[config.mk]
export PLATFORM = sky130hd
export DESIGN_NAME = psram_ctrl
export DESIGN_NICKNAME = d
export VERILOG_FILES = /design/src/rtl/psram_pkg.sv /design/src/rtl/psram_timer.sv /design/src/rtl/psram_ctrl.sv
export SDC_FILE = /design/constraint.sdc
export NUM_CORES = 1
export LEC_CHECK = 0
export BUFFER_PORTS_ARGS = -buffer_cell sky130_fd_sc_hd__buf_2
export CAP_MARGIN = 5
export CORE_UTILIZATION = 44
export CTS_BUF_LIST = sky130_fd_sc_hd__clkbuf_8
export DETAILED_ROUTE_END_ITERATION = 7
export PLACE_DENSITY = 0.87
export REMOVE_ABC_BUFFERS = 1
export SETUP_SLACK_MARGIN = 0.5
export SKIP_LAST_GASP = 1
export SYNTH_ARGS = -nofsm -noshare
export SYNTH_HDL_FRONTEND = slang
export SYNTH_SLANG_ARGS = --single-unit
[constraint.sdc]
create_clock -name clk_i -period 2.3 [get_ports clk_i]
set_input_delay 0.46 -clock clk_i [delete_from_list [all_inputs] [get_ports clk_i]]
set_output_delay 0.46 -clock clk_i [all_outputs]
set_load 0.02 [all_outputs]
[src/rtl/psram_pkg.sv]
// psram_pkg -- shared types and constants for the PSRAM sequencing controller.
//
// Contents:
//   psram_state_t       controller states (IDLE, SETUP, ACCESS, RECOVER)
//   PSRAM_CNT_W         width of the shared phase timer (4 bits, waits 1..15)
//   PSRAM_*_DEF         default read/write strobe widths and recovery time
package psram_pkg;

    localparam int unsigned PSRAM_CNT_W        = 4;
    localparam int unsigned PSRAM_RD_WAIT_DEF  = 2;
    localparam int unsigned PSRAM_WR_WAIT_DEF  = 2;
    localparam int unsigned PSRAM_RECOVERY_DEF = 1;

    typedef enum logic [1:0] {
        IDLE    = 2'd0,
        SETUP   = 2'd1,
        ACCESS  = 2'd2,
        RECOVER = 2'd3
    } psram_state_t;

endpackage : psram_pkg

[src/rtl/psram_timer.sv]
// psram_timer -- loadable 4-bit down-counter with a zero flag.
//
// One instance times both the ACCESS phase (strobe width) and the RECOVER
// phase (CE-high time). A load takes priority over a decrement, and the
// counter saturates at zero.
//
// Ports:
//   clk_i       in   system clock
//   reset_i     in   asynchronous active-high reset (counter -> 0)
//   load_i      in   load load_val_i on the next edge
//   load_val_i  in   PSRAM_CNT_W  value to load
//   dec_i       in   decrement on the next edge (ignored while zero)
//   zero_o      out  counter currently equals zero
module psram_timer
    import psram_pkg::*;
(
    input  logic                   clk_i,
    input  logic                   reset_i,
    input  logic                   load_i,
    input  logic [PSRAM_CNT_W-1:0] load_val_i,
    input  logic                   dec_i,
    output logic                   zero_o
);

    logic [PSRAM_CNT_W-1:0] cnt_q;
    logic [PSRAM_CNT_W-1:0] cnt_d;

    always_comb begin
        cnt_d = cnt_q;
        if (load_i) begin
            cnt_d = load_val_i;
        end else if (dec_i && (cnt_q != '0)) begin
            cnt_d = cnt_q - 1'b1;
        end
    end

    always_ff @(posedge clk_i or posedge reset_i) begin
        if (reset_i) begin
            cnt_q <= '0;
        end else begin
            cnt_q <= cnt_d;
        end
    end

    assign zero_o = (cnt_q == '0);

endmodule : psram_timer

[src/rtl/psram_ctrl.sv]
// psram_ctrl -- turns one 16-bit Wishbone classic access into a timed
// asynchronous PSRAM cycle (IDLE -> SETUP -> ACCESS -> RECOVER -> IDLE).
//
// Optional build macro: PSRAM_CTRL_POSTED_WRITE_EN
//   defined   : writes are acked in the SETUP cycle; the RAM cycle finishes
//               in the background and the RECOVER ack is suppressed.
//   undefined : every access is acked in its first RECOVER cycle.
//
// Parameters: RD_WAIT / WR_WAIT (OE / WE low cycles, 1..15),
//             RECOVERY (CE high cycles after each access, 1..15).
//
// Ports:
//   clk_i, reset_i             clock, asynchronous active-high reset
//   wb_cyc_i/stb_i/we_i        Wishbone classic controls (RAM-select qualified)
//   wb_adr_i[23:1], wb_sel_i   halfword address, byte lanes
//   wb_dat_i / wb_dat_o        write data / registered read data
//   wb_ack_o                   single-cycle acknowledge
//   ram_adr_o, ram_dat_o       registered RAM address / write data
//   ram_dat_i                  RAM read data
//   ram_dat_oe_o               drive enable for the top-level tristate
//   ram_ce_on/oe_on/we_on      active-low strobes (registered)
//   ram_sel_on                 active-low byte enables (registered)
//   ram_adv_on/clk_o/cre_o     tied low (asynchronous mode)
//   busy_o                     state is not IDLE
module psram_ctrl
    import psram_pkg::*;
#(
    parameter int unsigned RD_WAIT  = PSRAM_RD_WAIT_DEF,
    parameter int unsigned WR_WAIT  = PSRAM_WR_WAIT_DEF,
    parameter int unsigned RECOVERY = PSRAM_RECOVERY_DEF
) (
    input  logic        clk_i,
    input  logic        reset_i,
    input  logic        wb_cyc_i,
    input  logic        wb_stb_i,
    input  logic        wb_we_i,
    input  logic [22:0] wb_adr_i,
    input  logic [1:0]  wb_sel_i,
    input  logic [15:0] wb_dat_i,
    output logic [15:0] wb_dat_o,
    output logic        wb_ack_o,
    output logic [22:0] ram_adr_o,
    output logic [15:0] ram_dat_o,
    input  logic [15:0] ram_dat_i,
    output logic        ram_dat_oe_o,
    output logic        ram_ce_on,
    output logic        ram_oe_on,
    output logic        ram_we_on,
    output logic [1:0]  ram_sel_on,
    output logic        ram_adv_on,
    output logic        ram_clk_o,
    output logic        ram_cre_o,
    output logic        busy_o
);

    localparam logic [PSRAM_CNT_W-1:0] RD_LOAD  = PSRAM_CNT_W'(RD_WAIT - 1);
    localparam logic [PSRAM_CNT_W-1:0] WR_LOAD  = PSRAM_CNT_W'(WR_WAIT - 1);
    localparam logic [PSRAM_CNT_W-1:0] REC_LOAD = PSRAM_CNT_W'(RECOVERY - 1);

    psram_state_t state_q, state_d;

    logic [22:0] adr_q, adr_d;
    logic [15:0] wdat_q, wdat_d;
    logic [1:0]  sel_q, sel_d;
    logic        we_q, we_d;
    logic        abort_q, abort_d;      // master dropped cyc during this access
    logic        ack_q, ack_d;
    logic [15:0] rdat_q, rdat_d;
    logic        ce_q, ce_d;
    logic        oe_q, oe_d;
    logic        wen_q, wen_d;
    logic [1:0]  rsel_q, rsel_d;
    logic        dat_oe_q, dat_oe_d;

    logic                   tmr_load;
    logic [PSRAM_CNT_W-1:0] tmr_val;
    logic                   tmr_dec;
    logic                   tmr_zero;

    psram_timer u_timer (
        .clk_i      (clk_i),
        .reset_i    (reset_i),
        .load_i     (tmr_load),
        .load_val_i (tmr_val),
        .dec_i      (tmr_dec),
        .zero_o     (tmr_zero)
    );

    // Next-state and next-output logic. The pin values are computed for the
    // state being entered so that every RAM pin comes straight from a flop.
    always_comb begin
        state_d  = state_q;
        adr_d    = adr_q;
        wdat_d   = wdat_q;
        sel_d    = sel_q;
        we_d     = we_q;
        abort_d  = abort_q;
        ack_d    = 1'b0;
        rdat_d   = rdat_q;
        ce_d     = 1'b1;
        oe_d     = 1'b1;
        wen_d    = 1'b1;
        rsel_d   = 2'b11;
        dat_oe_d = 1'b0;
        tmr_load = 1'b0;
        tmr_val  = '0;
        tmr_dec  = 1'b0;

        unique case (state_q)
            IDLE: begin
                if (wb_cyc_i && wb_stb_i) begin
                    adr_d    = wb_adr_i;
                    sel_d    = wb_sel_i;
                    we_d     = wb_we_i;
                    abort_d  = 1'b0;
                    if (wb_we_i) begin
                        wdat_d = wb_dat_i;
                    end
                    tmr_load = 1'b1;
                    tmr_val  = wb_we_i ? WR_LOAD : RD_LOAD;
                    state_d  = SETUP;
                    ce_d     = 1'b0;
                    rsel_d   = ~wb_sel_i;
                    dat_oe_d = wb_we_i;
`ifdef PSRAM_CTRL_POSTED_WRITE_EN
                    ack_d    = wb_we_i;
`endif
                end
            end

            SETUP: begin
                if (!wb_cyc_i) begin
                    abort_d = 1'b1;
                end
                state_d  = ACCESS;
                ce_d     = 1'b0;
                rsel_d   = ~sel_q;
                dat_oe_d = we_q;
                oe_d     = we_q;
                wen_d    = ~we_q;
            end

            ACCESS: begin
                if (!wb_cyc_i) begin
                    abort_d = 1'b1;
                end
                if (tmr_zero) begin
                    state_d  = RECOVER;
                    tmr_load = 1'b1;
                    tmr_val  = REC_LOAD;
                    // Write data is held one extra cycle past the WE edge.
                    dat_oe_d = we_q;
                    if (!we_q) begin
                        rdat_d = ram_dat_i;
                    end
`ifdef PSRAM_CTRL_POSTED_WRITE_EN
                    ack_d = wb_cyc_i && !abort_q && !we_q;
`else
                    ack_d = wb_cyc_i && !abort_q;
`endif
                end else begin
                    tmr_dec  = 1'b1;
                    ce_d     = 1'b0;
                    rsel_d   = ~sel_q;
                    dat_oe_d = we_q;
                    oe_d     = we_q;
                    wen_d    = ~we_q;
                end
            end

            RECOVER: begin
                if (tmr_zero) begin
                    state_d = IDLE;
                end else begin
                    tmr_dec = 1'b1;
                end
            end

            default: begin
                state_d = IDLE;
            end
        endcase
    end

    always_ff @(posedge clk_i or posedge reset_i) begin
        if (reset_i) begin
            state_q  <= IDLE;
            adr_q    <= '0;
            wdat_q   <= '0;
            sel_q    <= '0;
            we_q     <= 1'b0;
            abort_q  <= 1'b0;
            ack_q    <= 1'b0;
            rdat_q   <= '0;
            ce_q     <= 1'b1;
            oe_q     <= 1'b1;
            wen_q    <= 1'b1;
            rsel_q   <= 2'b11;
            dat_oe_q <= 1'b0;
        end else begin
            state_q  <= state_d;
            adr_q    <= adr_d;
            wdat_q   <= wdat_d;
            sel_q    <= sel_d;
            we_q     <= we_d;
            abort_q  <= abort_d;
            ack_q    <= ack_d;
            rdat_q   <= rdat_d;
            ce_q     <= ce_d;
            oe_q     <= oe_d;
            wen_q    <= wen_d;
            rsel_q   <= rsel_d;
            dat_oe_q <= dat_oe_d;
        end
    end

    assign wb_dat_o     = rdat_q;
    assign wb_ack_o     = ack_q;
    assign ram_adr_o    = adr_q;
    assign ram_dat_o    = wdat_q;
    assign ram_dat_oe_o = dat_oe_q;
    assign ram_ce_on    = ce_q;
    assign ram_oe_on    = oe_q;
    assign ram_we_on    = wen_q;
    assign ram_sel_on   = rsel_q;
    assign ram_adv_on   = 1'b0;
    assign ram_clk_o    = 1'b0;
    assign ram_cre_o    = 1'b0;
    assign busy_o       = (state_q != IDLE);

endmodule : psram_ctrl
==> results of run 1 <==
-- layer usage --
layer	vias to the layer above	GRT usage [%]	part of all wire, %
met4	0	8.94	2.1
met2	100	30.9	48
li1	1079	-	-
met1	1074	22.5	42
met5	-	0	0
met3	13	7.12	7.9
-- path summary, 6_finish.rpt --
check	from	end	slack (ns)	cells after the start
min in group clk_i	wb_adr_i[5]	ram_adr_o[5]	0.30	3
setup reg to reg	u_timer.cnt_q[1]	state_q[1]	0.55	5
max in group asynchronous	reset_i	ram_sel_on[1]	1.51	3
setup / recovery	u_timer.cnt_q[1]	state_q[1]	0.55	5
hold reg to reg	sel_q[0]	ram_sel_on[0]	0.46	1
hold / removal	reset_i	wb_dat_o[8]	0.12	2
-- registers in the layout (all words and copies together) (netlist names), 2 cells and up --
| signal | cells |
|---|---|
| u_timer.cnt_q | 4 |
| ram_adr_o | 23 |
| ram_dat_o | 16 |
| sel_q | 2 |
| state_q | 2 |
| ram_sel_on | 2 |
| wb_dat_o | 16 |
-- metrics by stage --
stage          cells  util (%)  power (mW)  cell area, sq um
3_5_place_dp     444      56.8        4.70              3630
2_1_floorplan    240         -        3.86              2870
4_1_cts          463      61.3        5.99              3920
6_report         463      61.7        6.01              3940
3_3_place_gp     444      56.8        4.59              3630
5_1_grt          463      61.7        6.39              3940
-- layout by cell type, fill, tap and decap left out, types with 2 or more instances in the layout --
| cell type | count |
|---|---|
| sky130_fd_sc_hd__buf_2 | 123 |
| sky130_fd_sc_hd__nand2_1 | 80 |
| sky130_fd_sc_hd__dfrtp_1 | 67 |
| sky130_fd_sc_hd__mux2_2 | 33 |
| sky130_fd_sc_hd__clkbuf_8 | 10 |
| sky130_fd_sc_hd__inv_1 | 5 |
| sky130_fd_sc_hd__nor2_1 | 5 |
| sky130_fd_sc_hd__buf_4 | 5 |
| sky130_fd_sc_hd__dfstp_2 | 5 |
| sky130_fd_sc_hd__a211oi_1 | 4 |
| sky130_fd_sc_hd__a21oi_1 | 4 |
| sky130_fd_sc_hd__inv_2 | 4 |
| sky130_fd_sc_hd__ha_1 | 4 |
| sky130_fd_sc_hd__conb_1 | 3 |
| sky130_fd_sc_hd__bufinv_16 | 3 |
| sky130_fd_sc_hd__nand3_1 | 2 |
| sky130_fd_sc_hd__o21ai_0 | 2 |
| sky130_fd_sc_hd__nor3b_1 | 2 |
| sky130_fd_sc_hd__o221ai_1 | 2 |
| sky130_fd_sc_hd__ha_4 | 2 |
| sky130_fd_sc_hd__buf_12 | 2 |
-- power breakdown --
part,switching [mW],total [mW],internal (mW)
Combinational,1.53,2.60,1.07
Clock,0.462,1.21,0.746
Sequential,0.305,2.20,1.90
-- timing repair --
action,CTS,global route
pin swaps,1,0
setup buffers,3,0
gates resized for setup,3,7
endpoints found under the setup margin,34,31
-- logic make-up after synthesis --
kind of cell	count (synthesis)	synth area share, %
compound gates	18	4.31
fa+ha+maj	7	2.99
buf+inv	19	3.16
flops	72	61.7
mux	33	12.7
other cells	1	0.128
simple gates	99	15.0
-- area by class of cell --
| class | count | area, sq um |
|---|---|---|
| fillers | 522 | 2450 |
| clock buffers | 10 | 138 |
| repair buffers | 130 | 693 |
| flip-flops and latches | 72 | 1810 |
| well taps | 77 | 96.3 |
| multi-input cells | 160 | 1070 |
| clock inverters | 6 | 108 |
| inverters | 8 | 30.0 |
-- cell usage after synthesis, types with 2 or more instances --
master	count
sky130_fd_sc_hd__nor2_1	5
sky130_fd_sc_hd__clkbuf_1	2
sky130_fd_sc_hd__dfrtp_1	67
sky130_fd_sc_hd__o221ai_1	2
sky130_fd_sc_hd__ha_1	7
sky130_fd_sc_hd__nand2_1	80
sky130_fd_sc_hd__nor3b_1	2
sky130_fd_sc_hd__o21ai_0	2
sky130_fd_sc_hd__dfstp_2	5
sky130_fd_sc_hd__buf_4	3
sky130_fd_sc_hd__buf_2	2
sky130_fd_sc_hd__buf_1	3
sky130_fd_sc_hd__nand3_1	2
sky130_fd_sc_hd__mux2_2	33
sky130_fd_sc_hd__inv_1	8
sky130_fd_sc_hd__a211oi_1	4
sky130_fd_sc_hd__a21oi_1	5
==> impl_metrics.env, run 1 <==
export IMPL_fp_coreArea_sq_mm=0.00639
export IMPL_finalCriticalPeriod_ns=1.75
export IMPL_critical_path_max_fanout=5
export IMPL_worst_slack_ns=0.549
export IMPL_hold_path_class="input pin to async pin"
export IMPL_max_freq_mhz=571
export IMPL_number_of_storage_elements_in_the_synthesis_netlist=72
export IMPL_maximum_number_of_pins_on_one_net_before_global_route_repair=52
export IMPL_finalSetupTns_ns=0
export IMPL_status="completed"
export IMPL_drv_max_cap_violation_count=0
export IMPL_worst_path_largest_cell_delay_ns=0.41
export IMPL_num_vias=2266
export IMPL_floorplan_die_width_um=83.6
export IMPL_timing_final_setup_violations=0
export IMPL_top_cell_type_s_share_of_synthesized_area_pct=57.2
export IMPL_power_density_mw_per_mm2=1520
export IMPL_timing_final_crit_share_pct=76.1
export IMPL_grt_pass1_vias=2347
export IMPL_critical_path_endpoint_type="flip-flop"
export IMPL_number_of_hold_slack_violations_in_the_final_timing_report=0
export IMPL_drt_wl_total_um=6130
export IMPL_dp_hpwl_um=4230
export IMPL_grt_antenna_before_repair=0
export IMPL_post_synth_edffs=0
export IMPL_numPortBuffers=124
export IMPL_die_area_sq_mm=0.00699
export IMPL_critical_path_cell_chain="inv_1 > ha_4 > or3b_4 > a21oi_2 > mux2_2"
export IMPL_clockBufferDepth=2
export IMPL_cts_buffers_inserted=9
export IMPL_ctsRootBufferMaster="sky130_fd_sc_hd__clkbuf_8"
export IMPL_design_portCount=128
export IMPL_core_rowCount=29
export IMPL_drtAntennaViolNets=0
export IMPL_worst_ep_arrival_time_ns=1.98
export IMPL_via_per_inst=4.89
export IMPL_number_of_distinct_library_cells_after_synthesis=34
export IMPL_post_synth_cell_area_avg_sq_um=11.8
export IMPL_grt_util_all_layers_pct=19.1
export IMPL_cts_hold_fix_buffers=0
export IMPL_timing_critical_path_required_ns=2.53
export IMPL_drtPass1Iterations=7
export IMPL_worst_hold_slack_ns=0.123
export IMPL_postSynthCellCount=249
export IMPL_floorplan_initialDensity_pct=45.9
export IMPL_netlist_area_pre_place_sq_mm=0.00293
export IMPL_worst_path_buf_inv=1
export IMPL_final_weighted_congestion_of_routability_driven_global_placement=0.756
export IMPL_area_growth_pct=34.5
export IMPL_crit_slowest_cell="sky130_fd_sc_hd__or3b_4"
export IMPL_drt_wirelength_per_cell_um=13.2
export IMPL_final_max_slew_viol_count=0
export IMPL_clock_sinks=72
export IMPL_static_leakage_power_nw=2.11
export IMPL_globalRouteOverflowTotal=0
export IMPL_post_route_cells_drive_above_1_share_pct=51.3
export IMPL_synth_largest_area_cell="sky130_fd_sc_hd__dfrtp_1"
export IMPL_cp_top_family="simple AND/OR/NAND/NOR gates"
export IMPL_place_ws_ns=0.311
export IMPL_finalNetCount=450
export IMPL_htree_num_levels=3
export IMPL_synth_sequential_area_ratio_pct=61.7
export IMPL_drt_initial_drc_count=135
export IMPL_clkTransAtPathRegs_ns=0.07
export IMPL_rsz0062_at_grt="yes"
export IMPL_dieHeight_um=83.6
export IMPL_synth_top_cells_by_area="sky130_fd_sc_hd__dfrtp_1, sky130_fd_sc_hd__mux2_2, sky130_fd_sc_hd__nand2_1"
export IMPL_remaining_drc_errors=0
export IMPL_ys_warn_count=0
export IMPL_insertedDiodeCount=0
export IMPL_tritoncts="done"
export IMPL_fin_skew_ns=0.00596
export IMPL_clkLatencyLatePin_ns=0.34
export IMPL_asr_flop_ratio_synth_pct=100
export IMPL_grt_pass1_wl_um=10500
export IMPL_ys_flop_type="sky130_fd_sc_hd__dfrtp_1"
export IMPL_peakVddDrop_mv=0.928
export IMPL_type_of_the_worst_setup_path="flip-flop to flip-flop"
export IMPL_crit_path_start_kind="flip-flop"
(Power assumes the default switching activity.)
==> inputs of run 2 (changes only) <==
--- a/config.mk
+++ b/config.mk
@@ -5,12 +5,13 @@
 export SDC_FILE = /design/constraint.sdc
 export NUM_CORES = 1
 export LEC_CHECK = 0
+export ABC_AREA = 1
 export BUFFER_PORTS_ARGS = -buffer_cell sky130_fd_sc_hd__buf_2
 export CAP_MARGIN = 5
-export CORE_UTILIZATION = 44
+export CORE_UTILIZATION = 45
 export CTS_BUF_LIST = sky130_fd_sc_hd__clkbuf_8
 export DETAILED_ROUTE_END_ITERATION = 7
-export PLACE_DENSITY = 0.87
+export PLACE_DENSITY = 0.85
 export REMOVE_ABC_BUFFERS = 1
 export SETUP_SLACK_MARGIN = 0.5
 export SKIP_LAST_GASP = 1
==> constraint.sdc (replaced) <==
create_clock -name clk_i -period 1.7 [get_ports clk_i]
set_input_delay 0.34 -clock clk_i [delete_from_list [all_inputs] [get_ports clk_i]]
set_output_delay 0.34 -clock clk_i [all_outputs]
set_load 0.02 [all_outputs]
==> run 2 against run 1 <==
Against the previous run: the run now ends with DRC left; clock skew increased by 0.014 ns; combinational power up 150%; synthesized cell count up 38%; first-iteration DRC count up 32%; highest routed layer unchanged; die area up 2.7%; non-clock buffer count grew 64; area after synthesis increased by 5.1%; maximum frequency rose by 6.4%; critical path depth rose by 5.
==> impl_metrics.env, run 2 <==
export IMPL_status="finished, violations left"
export IMPL_violated_checks="DRC"
export IMPL_floorplan_die_width_um=84.7
export IMPL_synth_largest_area_cell="sky130_fd_sc_hd__dfrtp_1"
export IMPL_drtPass1Iterations=8
export IMPL_top_cell_type_s_share_of_synthesized_area_pct=54.4
export IMPL_design_portCount=128
export IMPL_final_common_cell="sky130_fd_sc_hd__nand2_1"
export IMPL_asr_flop_ratio_synth_pct=100
export IMPL_timing_final_setup_violations=0
export IMPL_clkTransAtPathRegs_ns=0.08
export IMPL_drt_wirelength_per_cell_um=18.2
export IMPL_clock_sinks=72
export IMPL_critical_path_endpoint_type="flip-flop"
export IMPL_power_density_mw_per_mm2=2110
export IMPL_post_synth_cell_area_avg_sq_um=8.98
export IMPL_post_synth_edffs=0
export IMPL_finalCriticalPeriod_ns=1.65
export IMPL_grt_util_all_layers_pct=27.5
export IMPL_worst_path_buf_inv=6
export IMPL_final_weighted_congestion_of_routability_driven_global_placement=0.787
export IMPL_clockBufferDepth=2
export IMPL_insertedDiodeCount=0
export IMPL_dieHeight_um=84.7
export IMPL_maximum_number_of_pins_on_one_net_before_global_route_repair=32
export IMPL_core_rowCount=29
export IMPL_mostFrequentLayoutCells="sky130_fd_sc_hd__nand2_1, sky130_fd_sc_hd__buf_6, sky130_fd_sc_hd__dfrtp_1, sky130_fd_sc_hd__buf_2, sky130_fd_sc_hd__buf_4"
export IMPL_drt_wl_total_um=11200
export IMPL_number_of_distinct_library_cells_after_synthesis=25
export IMPL_ys_flop_type="sky130_fd_sc_hd__dfrtp_1"
export IMPL_grt_pass1_vias=3205
export IMPL_timing_final_crit_share_pct=96.8
export IMPL_number_of_storage_elements_in_the_synthesis_netlist=72
export IMPL_relSlewSlack_pct=54.6
export IMPL_worst_pin_slew_ns=0.681
export IMPL_post_route_cells_drive_above_1_share_pct=55.6
export IMPL_worst_path_largest_cell_delay_ns=0.41
export IMPL_synth_top_cells_by_area="sky130_fd_sc_hd__dfrtp_1, sky130_fd_sc_hd__nand2_1, sky130_fd_sc_hd__dfstp_2"
export IMPL_grt_antenna_before_repair=0
export IMPL_cts_hold_fix_buffers=0
export IMPL_die_area_sq_mm=0.00718
export IMPL_place_ws_ns=0.0833
export IMPL_ys_warn_count=0
export IMPL_synth_most_common_cell="sky130_fd_sc_hd__nand2_1"
export IMPL_number_of_flip_flops_under_the_largest_register_name=23
export IMPL_grt_pass1_wl_um=15200
export IMPL_crit_path_start_kind="flip-flop"
export IMPL_peakVddDrop_mv=1.23
export IMPL_fin_skew_ns=0.0196
export IMPL_setup_worst_path_start="state_q[1]"
export IMPL_timing_critical_path_required_ns=1.97
export IMPL_cp_top_family="buffers and inverters"
export IMPL_critical_path_max_fanout=5
export IMPL_clkLatencyLatePin_ns=0.35
export IMPL_dp_hpwl_um=5100
export IMPL_cts_buffers_inserted=9
export IMPL_critical_path_cell_chain="inv_2 > ha_4 > inv_4 > buf_12 > nor2_8 > buf_6 > buf_8 > buf_12 > nand2_1 > nand2_1"
export IMPL_final_area_sq_mm=0.00549
export IMPL_postSynthCellCount=343
export IMPL_drv_max_cap_violation_count=0
export IMPL_detailed_place_area_sq_mm=0.00376
export IMPL_crit_slowest_cell="sky130_fd_sc_hd__dfrtp_1"
export IMPL_htree_num_levels=3
export IMPL_hold_path_class="input pin to async pin"
export IMPL_num_vias=3283
export IMPL_tritoncts="done"
export IMPL_type_of_the_worst_setup_path="flip-flop to flip-flop"
export IMPL_numPortBuffers=124
export IMPL_via_per_inst=5.31
export IMPL_remaining_drc_errors=3
export IMPL_number_of_hold_slack_violations_in_the_final_timing_report=0
export IMPL_ctsRootBufferMaster="sky130_fd_sc_hd__clkbuf_8"
export IMPL_timing_rr_start="state_q[1]"
export IMPL_fp_coreArea_sq_mm=0.00649
export IMPL_netlist_area_pre_place_sq_mm=0.00308
export IMPL_worst_ep_arrival_time_ns=1.92
export IMPL_synth_sequential_area_ratio_pct=58.7
export IMPL_finalSetupTns_ns=0
export IMPL_worst_slack_ns=0.0547
export IMPL_worst_hold_slack_ns=0.0415
export IMPL_floorplan_initialDensity_pct=47.4
export IMPL_drtAntennaViolNets=0
export IMPL_synth_top_cells_by_count="sky130_fd_sc_hd__nand2_1, sky130_fd_sc_hd__dfrtp_1, sky130_fd_sc_hd__o21ai_0"
export IMPL_dpl_cell_count=538
export IMPL_max_freq_mhz=608
export IMPL_globalRouteOverflowTotal=0
export IMPL_drt_initial_drc_count=178
export IMPL_area_growth_pct=78.2
export IMPL_final_max_slew_viol_count=0
export IMPL_static_leakage_power_nw=2.82
export IMPL_instances_no_fill=618
export IMPL_finalNetCount=606
export IMPL_rsz0062_at_grt="yes"
## run 2: where the power goes
group	internal, mW	switching (mW)	total [mW]	leakage [nW]
clock network	1.11	0.663	1.78	0.125
registers	2.59	0.764	3.35	0.872
logic	3.19	3.27	6.46	1.82
## run 2: path summary, 6_finish.rpt
kind	end	slack, ns	depth (start not counted)
worst max register to register	ram_adr_o[20]	0.05	10
worst max-delay path	ram_adr_o[20]	0.05	10
max in group asynchronous	abort_q	1.08	3
min in group clk_i	ram_adr_o[6]	0.20	3
worst min-delay path	u_timer.cnt_q[1]	0.04	2
worst min register to register	ram_adr_o[21]	0.50	2
## run 2: cells by family after synthesis
logic type	after synthesis	synth area share, %
buffers and inverters	37	6.46
other	1	0.122
DFF	72	58.7
adders and majority gates	7	2.84
AOI/OAI and AO/OA	28	4.67
and+or+nand+nor	198	27.2
## run 2: metrics by stage
| stage | utilization (%) | power (mW) |
|---|---|---|
| detailed placement | 57.9 | 6.57 |
| global placement | 57.9 | 6.42 |
| global route | 84.5 | 12.1 |
| CTS | 78.5 | 10.5 |
| floorplan | - | 5.31 |
| finish | 84.5 | 11.6 |
## run 2: area by class of cell
type / count / area (sq um)
clock buffer: 9 / 124
timing repair buffer: 194 / 1780
tap: 77 / 96.3
fill: 315 / 1010
inverter: 20 / 87.6
sequential: 72 / 1810
clock inverter: 6 / 133
multi-input combinational: 240 / 1460
## run 2: metal layers
metal,track usage (%),vias to the layer above,part of all wire [%]
met5,0,-,0
met4,13.1,0,3.2
met3,4.72,43,5.8
met2,50.0,184,54
met1,31.2,1604,37
li1,-,1452,-
## run 2: timing repair
item	in CTS	in global routing
cloned	8	1
pin swaps	18	20
setup endpoints to repair	135	135
resized for setup	210	67
setup buffers	34	22
